### src/rtl/btn_debouncer.sv
// Push-button debouncer: two-flop synchronizer feeding a four-state debounce FSM that
// reports the clean level, press/release/long-press strobes and an 8-bit press counter.
module btn_debouncer #(
    parameter int unsigned DEBOUNCE_CYCLES = 100000,
    parameter int unsigned LONG_CYCLES     = 10000000
) (
    input  logic       clk,
    input  logic       reset_n,
    input  logic       btn_in,
    output logic       btn_level,
    output logic       press_pulse,
    output logic       release_pulse,
    output logic       long_pulse,
    output logic [7:0] press_count
);

    localparam int unsigned     CntW     = $clog2(DEBOUNCE_CYCLES);
    localparam logic [CntW-1:0] DbLast   = CntW'(DEBOUNCE_CYCLES - 1);
    localparam logic [31:0]     HoldLast = 32'(LONG_CYCLES - 1);

    typedef enum logic [1:0] {
        StIdle,
        StDbPress,
        StHeld,
        StDbRelease
    } state_e;

    logic            r_sync1, r_sync2;
    state_e          r_state, w_state_d;
    logic [CntW-1:0] r_db_cnt, w_db_cnt_d;
    logic [31:0]     r_hold_cnt, w_hold_cnt_d;
    logic            r_long_done, w_long_done_d;
    logic            r_press_pulse, w_press_pulse_d;
    logic            r_release_pulse, w_release_pulse_d;
    logic            r_long_pulse, w_long_pulse_d;
    logic [7:0]      r_press_count, w_press_count_d;
    logic            w_btn_sync;
    logic            w_hold_run;

    assign w_btn_sync = r_sync2;
    assign w_hold_run = (r_state == StHeld) || (r_state == StDbRelease);

    always_comb begin
        w_state_d         = r_state;
        w_db_cnt_d        = r_db_cnt;
        w_hold_cnt_d      = r_hold_cnt;
        w_long_done_d     = r_long_done;
        w_press_pulse_d   = 1'b0;
        w_release_pulse_d = 1'b0;
        w_long_pulse_d    = 1'b0;
        w_press_count_d   = r_press_count;

        // Hold timer keeps running through release bounces; saturates rather than wraps.
        if (w_hold_run) begin
            if (r_hold_cnt != '1) begin
                w_hold_cnt_d = r_hold_cnt + 32'd1;
            end
            if (r_hold_cnt == HoldLast && !r_long_done) begin
                w_long_pulse_d = 1'b1;
                w_long_done_d  = 1'b1;
            end
        end else begin
            w_hold_cnt_d = '0;
        end

        unique case (r_state)
            StIdle: begin
                if (w_btn_sync) begin
                    w_state_d  = StDbPress;
                    w_db_cnt_d = CntW'(1);
                end else begin
                    w_db_cnt_d = '0;
                end
            end
            StDbPress: begin
                if (!w_btn_sync) begin
                    w_state_d  = StIdle;
                    w_db_cnt_d = '0;
                end else if (r_db_cnt == DbLast) begin
                    w_state_d       = StHeld;
                    w_db_cnt_d      = '0;
                    w_hold_cnt_d    = '0;
                    w_press_pulse_d = 1'b1;
                    w_press_count_d = r_press_count + 8'd1;
                end else begin
                    w_db_cnt_d = r_db_cnt + CntW'(1);
                end
            end
            StHeld: begin
                if (!w_btn_sync) begin
                    w_state_d  = StDbRelease;
                    w_db_cnt_d = CntW'(1);
                end
            end
            StDbRelease: begin
                if (w_btn_sync) begin
                    w_state_d  = StHeld;
                    w_db_cnt_d = '0;
                end else if (r_db_cnt == DbLast) begin
                    // Release wins over a coincident long-press expiry so strobes never overlap.
                    w_state_d         = StIdle;
                    w_db_cnt_d        = '0;
                    w_hold_cnt_d      = '0;
                    w_release_pulse_d = 1'b1;
                    w_long_pulse_d    = 1'b0;
                    w_long_done_d     = 1'b0;
                end else begin
                    w_db_cnt_d = r_db_cnt + CntW'(1);
                end
            end
            default: begin
                w_state_d  = StIdle;
                w_db_cnt_d = '0;
            end
        endcase
    end

    always_ff @(posedge clk) begin
        if (!reset_n) begin
            r_sync1         <= 1'b0;
            r_sync2         <= 1'b0;
            r_state         <= StIdle;
            r_db_cnt        <= '0;
            r_hold_cnt      <= '0;
            r_long_done     <= 1'b0;
            r_press_pulse   <= 1'b0;
            r_release_pulse <= 1'b0;
            r_long_pulse    <= 1'b0;
            r_press_count   <= '0;
        end else begin
            r_sync1         <= btn_in;
            r_sync2         <= r_sync1;
            r_state         <= w_state_d;
            r_db_cnt        <= w_db_cnt_d;
            r_hold_cnt      <= w_hold_cnt_d;
            r_long_done     <= w_long_done_d;
            r_press_pulse   <= w_press_pulse_d;
            r_release_pulse <= w_release_pulse_d;
            r_long_pulse    <= w_long_pulse_d;
            r_press_count   <= w_press_count_d;
        end
    end

    assign btn_level     = w_hold_run;
    assign press_pulse   = r_press_pulse;
    assign release_pulse = r_release_pulse;
    assign long_pulse    = r_long_pulse;
    assign press_count   = r_press_count;

endmodule

### config.mk
export PLATFORM = sky130hd
export DESIGN_NAME = btn_debouncer
export DESIGN_NICKNAME = d
export VERILOG_FILES = /design/src/rtl/btn_debouncer.sv
export SDC_FILE = /design/constraint.sdc
export NUM_CORES = 1
export LEC_CHECK = 0
export CORE_ASPECT_RATIO = 1.5
export CORE_MARGIN = 10
export CORE_UTILIZATION = 54
export CTS_CLUSTER_DIAMETER = 60
export DETAILED_ROUTE_END_ITERATION = 16
export PLACE_DENSITY = 0.75
export RECOVER_POWER = 25
export SLEW_MARGIN = 0
export SYNTH_ARGS = -nofsm -noshare
export SYNTH_HDL_FRONTEND = slang
export SYNTH_SLANG_ARGS = --single-unit
export TNS_END_PERCENT = 1
### constraint.sdc
create_clock -name clk -period 1.9 [get_ports clk]
set_clock_uncertainty 0.05 [all_clocks]
set_input_delay 0.38 -clock clk [delete_from_list [all_inputs] [get_ports clk]]
set_output_delay 0.38 -clock clk [all_outputs]
set_load 0.005 [all_outputs]
Word-level counts from Yosys, hierarchy flattened. Index checks and enable logic that the tools add are counted.

Register bits after elaboration: 65. Input bits: 3. Output and inout bits: 12. Word-level logic and storage cells: 63.

Add/sub/neg operators: 3. Equality and inequality tests: 10. Muxes and demuxes: 30. Bitwise logic cells: 2. Reductions and logical operators: 8.

Operator list (count): $mux 32 (5); $mux 17 (4); $pmux 17 s4 (1); $pmux 32 s2 (1); $add 32x1->32 const B (1); $eq 32x24->1 const B (1); $ne 32x32->1 const B (1); $add 17x1->17 const B (1); $eq 17x17->1 const B (1); $mux 1 (12); $mux 2 (6); $add 8x1->8 const B (1); $pmux 2 s4 (1); $reduce_and 3->1 (2); $eq 2x2->1 const B (2); $ne 2x2->1 const B (2); $reduce_and 4->1 (1); $ne 3x2->1 const B (1); $ne 3x3->1 const B (1); $reduce_or 3->1 (1); $eq 2x1->1 const B (1); $logic_not 2->1 (1); $not 1->1 (2); $logic_and 1x1->1 (1); 2 further kinds (2).

Longest topological paths before layout.
Depth in word-level cells: 7. Mapped depth: 7. Depth with buffers taken out: 6.

Least setup slack after synthesis. No wires, ideal clock.

Path kind: reg-to-reg. Start: register r_db_cnt[0]. End: register r_press_count[3], in the netlist press_count[3]. Library setup time: 0.070 ns. Arrival: 1.825 ns. Required time: 1.780 ns. Path slack: -0.045 ns. Stages on the path, launching flop included: 7. Buffers on the path: 0. Period minus slack after synthesis: 1.945 ns. Path through: dfxtp_1 ha_1 nand4_1 nor4_4 nand3_2 or3_1 a21oi_1.

Word-level cells in the longest chain between the ends: 2.

RTL lines: start: declaration (RTL line 30) `logic [CntW-1:0] r_db_cnt, w_db_cnt_d;`; start signal: assignment (RTL line 134) `r_db_cnt <= w_db_cnt_d;`; $eq 17x17->1 (RTL line 79) `end else if (r_db_cnt == DbLast) begin`; $reduce_and 3->1 (no source line); end signal: assignment (RTL line 140) `r_press_count <= w_press_count_d;`; end: declaration (RTL line 36) `logic [7:0] r_press_count, w_press_count_d;`.

No other way between the ends. A chain may end at the register's enable or synchronous reset.

Worst setup path after layout.
Start: register r_db_cnt[13]. End: register r_hold_cnt[19].

Word-level cells in the longest chain between the ends: 4. Elaborated cells between the ends (all ways): 5. Classes of those cells: 1 x eq/ne; 4 x mux.

RTL lines: $eq 17x17->1 (*) (RTL line 79, 99); $mux 32 (*) (RTL line 79, 99); $mux 32, on equally long branches (RTL line 96, 76); $pmux 32 s2 (*) (RTL line 66) `unique case (r_state)`; end signal: assignment (RTL line 135) `r_hold_cnt <= w_hold_cnt_d;`; end: declaration (RTL line 31) `logic [31:0] r_hold_cnt, w_hold_cnt_d;`.

Every way passes the cells marked *; elsewhere a longest branch is shown, timed or not.

==> run summary <==
The final cycle utilization of the critical path came out at 110%. Signal routing reaches up to met4. After synthesis the cells add up to 3200 um2. The number of enable-type register cells in the synthesized netlist came out at 0. The wire length of the first global-routing pass came out at 13,900 um. The number of placed I/O pins is 15. The number of optimization iterations in the first detailed-route pass came out at 4. Of all flip-flops after synthesis, the portion carrying an async set or reset was 0%. The biggest area contributor in the post-synthesis netlist is sky130_fd_sc_hd__dfxtp_1. In this run, CTS created clock tree buffers numbering 9. The height of the die is 114 um. The number of placement rows is 34. The max-capacitance violation count is 0. The root buffer selected by CTS is sky130_fd_sc_hd__clkbuf_8. The routability-driven placement congestion ratio is 0.846. In this run the power spent charging and discharging nets is 577 uW.

TritonCTS built the clock tree. Once the floorplan was initialized, standard cells occupied 55.4% of the core. The number of DRC markers in iteration 0 came out at 184. The switching power share of the total is 23.8%. The count of hold buffers inserted by post-cts repair is 0. The met1 routed wirelength after detailed routing came out at 3310 um. In this run the horizontal extent of the chip is 82.9 um. The share of Yosys cell area claimed by the top area cell type is 40.6%. The total number of vias came out at 3,162. The maximum level of the CTS H-tree came out at 3.

The detailed-routed wire length on met3 is approximately 230 um. In the routed layout, each cell is associated on average with a via count of 5.91. The distinct cell type count after synthesis came out at 48. The most used flip-flop cell after synthesis is sky130_fd_sc_hd__dfxtp_1. The share of cells above drive strength 1 is a little over a fifth. By instance count, the leading cell after synthesis is sky130_fd_sc_hd__dfxtp_1.

After global routing the overflow that remains totals 0. The flow ran to the end, but the final reports show violations. Setup violations remaining at the end of the flow were counted as 54. Of the total power, combinational logic draws 1.3%. The floorplan core area came out at 5790 um2. The sort of element at the end of the critical path is a register. The data required time of the critical path came out at 2.07 ns. The number of antenna diodes in the final layout is 0. The count of unresolved DRC violations after routing is 0. The routed design has ~8300 um of wire. The category of the worst setup path launch point is a register. Once routing completed, OpenROAD measured the worst setup slack at -0.181 ns. In this run the worst setup path terminates at r_hold_cnt[19]$_SDFF_PN0_. The transition time of the tightest slew-check pin came out at 0.531 ns. The start point of the critical path is r_db_cnt[13]$_SDFFE_PN0P_. The post-CTS clock slew at the launch and capture registers of the worst setup and hold paths is 0.08 ns. Counting instances in the post-synthesis netlist gives the leading cell types as sky130_fd_sc_hd__dfxtp_1 (65), sky130_fd_sc_hd__nor2_1 (37), sky130_fd_sc_hd__nand2_1 (36), sky130_fd_sc_hd__a21oi_1 (25), sky130_fd_sc_hd__o21ai_0 (24).

In this run the tool buffered the top-level ports with 14 buffer cells. The worst slew slack as a fraction of its limit is 64.6%. The routed length per placed instance is 15.6 um.

The area growth from synthesis to layout is 28.6%. The cell depth of the worst flop-to-flop path is 6. The number of antenna violations at the first check in global routing is 0. The hold violation count in the final report came to 0. The final instance area came out at 4120 um2. The number of instances in the synthesized netlist came out at 387.

The design internal power is around 1.9 mW. The minimum hold slack is 0.404 ns. The upper clock frequency limit is 0.480 GHz. The share of total power dissipated in the clock network is 42.5%. The number of clock sinks came out at 65. The final reports fail on negative setup slack.

The instance area at placement is roughly 3800 um2. The overall global routing resource usage came out at 17.1%. The total length of routed met2 wires came out at 4570 um. Ranked by total cell area, the synthesized netlist is headed by sky130_fd_sc_hd__dfxtp_1 (41%), sky130_fd_sc_hd__nor2_1 (4.3%), sky130_fd_sc_hd__nand2_1 (4.2%), sky130_fd_sc_hd__a21oi_1 (3.9%), sky130_fd_sc_hd__and4_1 (3.8%). The sequential fraction of design power came out at 56.2%. The post-synthesis net count is 393. The number of pins with negative max-slew slack in the final report came out at 0.

The total placed cells including tap cells came out at ~520. The final period demand of the worst path is approximately 2.1 ns. Dividing total power by cell area gives a power density of ~590 nW/um2. The worst-case register-to-register setup slack is -0.18 ns.

The number of nets in the layout is 464. In this run the worst path has a maximum fanout of 18. Entering global routing, the biggest net connects 19 pins. The latest clock arrival within the worst-skew pair is 0.35 ns.

The static leakage is 1.47 nW. The setup path with the least slack is of type reg -> reg. The worst register-to-register path ends at r_hold_cnt[19]$_SDFF_PN0_. The die area came out at 9480 um2. After routing, the total negative slack on setup checks comes to -6.48 ns. The startpoint identified for the worst register-to-register timing path is r_db_cnt[13]$_SDFFE_PN0P_. VDD sags by at most 0.466 mV. No sink is reached through more buffers than the 2 on the longest clock path. The path class of the tightest hold or removal check is reg -> reg. The critical path data arrival time came out at about 2.3 ns. The number of standard cells in the final layout excluding fillers came out at around 540. Synthesis inferred 65 register bits. Detailed placement finished with a half-perimeter wire length of 5950 um. The number of global-route vias before repair is 3,024. Setup repair after global routing could not meet its margin everywhere. During synthesis, Yosys emitted a total of 0 warnings. The count of nets left with antenna violations once routing finished came out at 0. The proportion of synthesized chip area in sequential cells is 40.6%. The average cell area after synthesis is 8.28 um2.
==> sequential cells by signal, indices dropped and copies added (netlist names), named ones only <==
register and cells:
long_pulse 1, press_count 8, r_sync2 1, r_db_cnt 17, r_state 1, r_sync1 1, r_long_done 1, r_hold_cnt 32
release_pulse 1, press_pulse 1
==> per-stage QoR <==
step	setup WS (ns)	utilization, %	power [mW]
floorplan	-0.0448	-	1.41
global placement	-0.406	66.2	1.43
detailed placement	-0.585	66.2	1.43
CTS	-0.135	69.4	2.45
global route	-0.298	71.2	2.49
finish	-0.181	71.2	2.43
==> per-layer routing <==
layer | vias up | global-route usage (%)
met3 | 23 | 3.13
li1 | 1590 | -
met1 | 1488 | 17.5
met2 | 61 | 32.4
met4 | 0 | 8.31
met5 | - | 0
==> cells by family (layout without fill, tap and decap cells) <==
kind of cell	count (synthesis)	after routing	share of synthesized area [%]
buf+inv	24	100	2.97
flops	65	65	40.6
mux	6	6	1.88
simple gates	189	189	32.9
compound gates	80	80	15.0
fa+ha+maj	3	3	1.17
xor+xnor	20	20	5.47
==> timing repair <==
action	CTS	global route
cloned	0	1
pin swaps	0	17
endpoints found under the setup margin	32	55
resized for setup	3	29
setup buffers	0	2
==> power groups by stage <==
stage | Clock [mW] | Combinational, mW | Sequential (mW)
5_1_grt | 1.09 | 0.0351 | 1.37
2_1_floorplan | 0 | 0.0137 | 1.40
3_3_place_gp | 0 | 0.0296 | 1.40
6_report | 1.03 | 0.0325 | 1.37
4_1_cts | 1.05 | 0.0309 | 1.37
3_5_place_dp | 0 | 0.0303 | 1.40
==> final cells by class <==
type                            instances  area, um2
Clock buffer                           10        128
Timing Repair Buffer                   75        627
Sequential cell                        65       1300
Multi-Input combinational cell        298       1890
Clock inverter                          6       43.8
Inverter                                9       33.8
Fill cell                             453       1670
Tap cell                               72       90.1
==> cells in the final DEF, fill, tap and decap left out, types with 3 or more instances in the layout <==
master,count
sky130_fd_sc_hd__clkbuf_8,9
sky130_fd_sc_hd__nand3_1,21
sky130_fd_sc_hd__a21oi_1,21
sky130_fd_sc_hd__nand4_1,17
sky130_fd_sc_hd__a31oi_1,10
sky130_fd_sc_hd__buf_6,3
sky130_fd_sc_hd__nor2_1,36
sky130_fd_sc_hd__clkbuf_1,3
sky130_fd_sc_hd__dfxtp_1,64
sky130_fd_sc_hd__inv_1,9
sky130_fd_sc_hd__o211ai_1,4
sky130_fd_sc_hd__xnor2_1,8
sky130_fd_sc_hd__o21ai_0,16
sky130_fd_sc_hd__nor3_1,13
sky130_fd_sc_hd__ha_1,3
sky130_fd_sc_hd__a211oi_1,4
sky130_fd_sc_hd__buf_4,54
sky130_fd_sc_hd__clkdlybuf4s50_1,14
sky130_fd_sc_hd__or3_1,12
sky130_fd_sc_hd__nor4_1,4
sky130_fd_sc_hd__mux2i_1,6
sky130_fd_sc_hd__xor2_1,12
sky130_fd_sc_hd__nand2_1,35
sky130_fd_sc_hd__and4_1,14
sky130_fd_sc_hd__o21ai_1,8
sky130_fd_sc_hd__and3_1,8
sky130_fd_sc_hd__a21oi_2,4
==> critical path: stages (launching register included) <==
cell                      delay [ns]
sky130_fd_sc_hd__dfxtp_2        0.33
sky130_fd_sc_hd__or4_4          0.55
sky130_fd_sc_hd__nor4_4         0.35
sky130_fd_sc_hd__buf_6          0.18
sky130_fd_sc_hd__a31o_2         0.25
sky130_fd_sc_hd__buf_12         0.17
sky130_fd_sc_hd__a21oi_1        0.06
==> how the worst min path moves through the flow <==
stage,startpoint,depth (start not counted),end,slack [ns]
2_1_floorplan,r_sync1$_SDFF_PN0_,1,r_sync2$_SDFF_PN0_,0.36
3_3_place_gp,r_sync1$_SDFF_PN0_,1,r_sync2$_SDFF_PN0_,0.38
3_5_place_dp,r_sync1$_SDFF_PN0_,1,r_sync2$_SDFF_PN0_,0.39
4_1_cts,r_sync1$_SDFF_PN0_,1,r_sync2$_SDFF_PN0_,0.41
5_1_grt,r_sync1$_SDFF_PN0_,1,r_sync2$_SDFF_PN0_,0.46
6_report,r_sync1$_SDFF_PN0_,1,r_sync2$_SDFF_PN0_,0.40
Note: power is estimated with default switching activity, not from simulation.
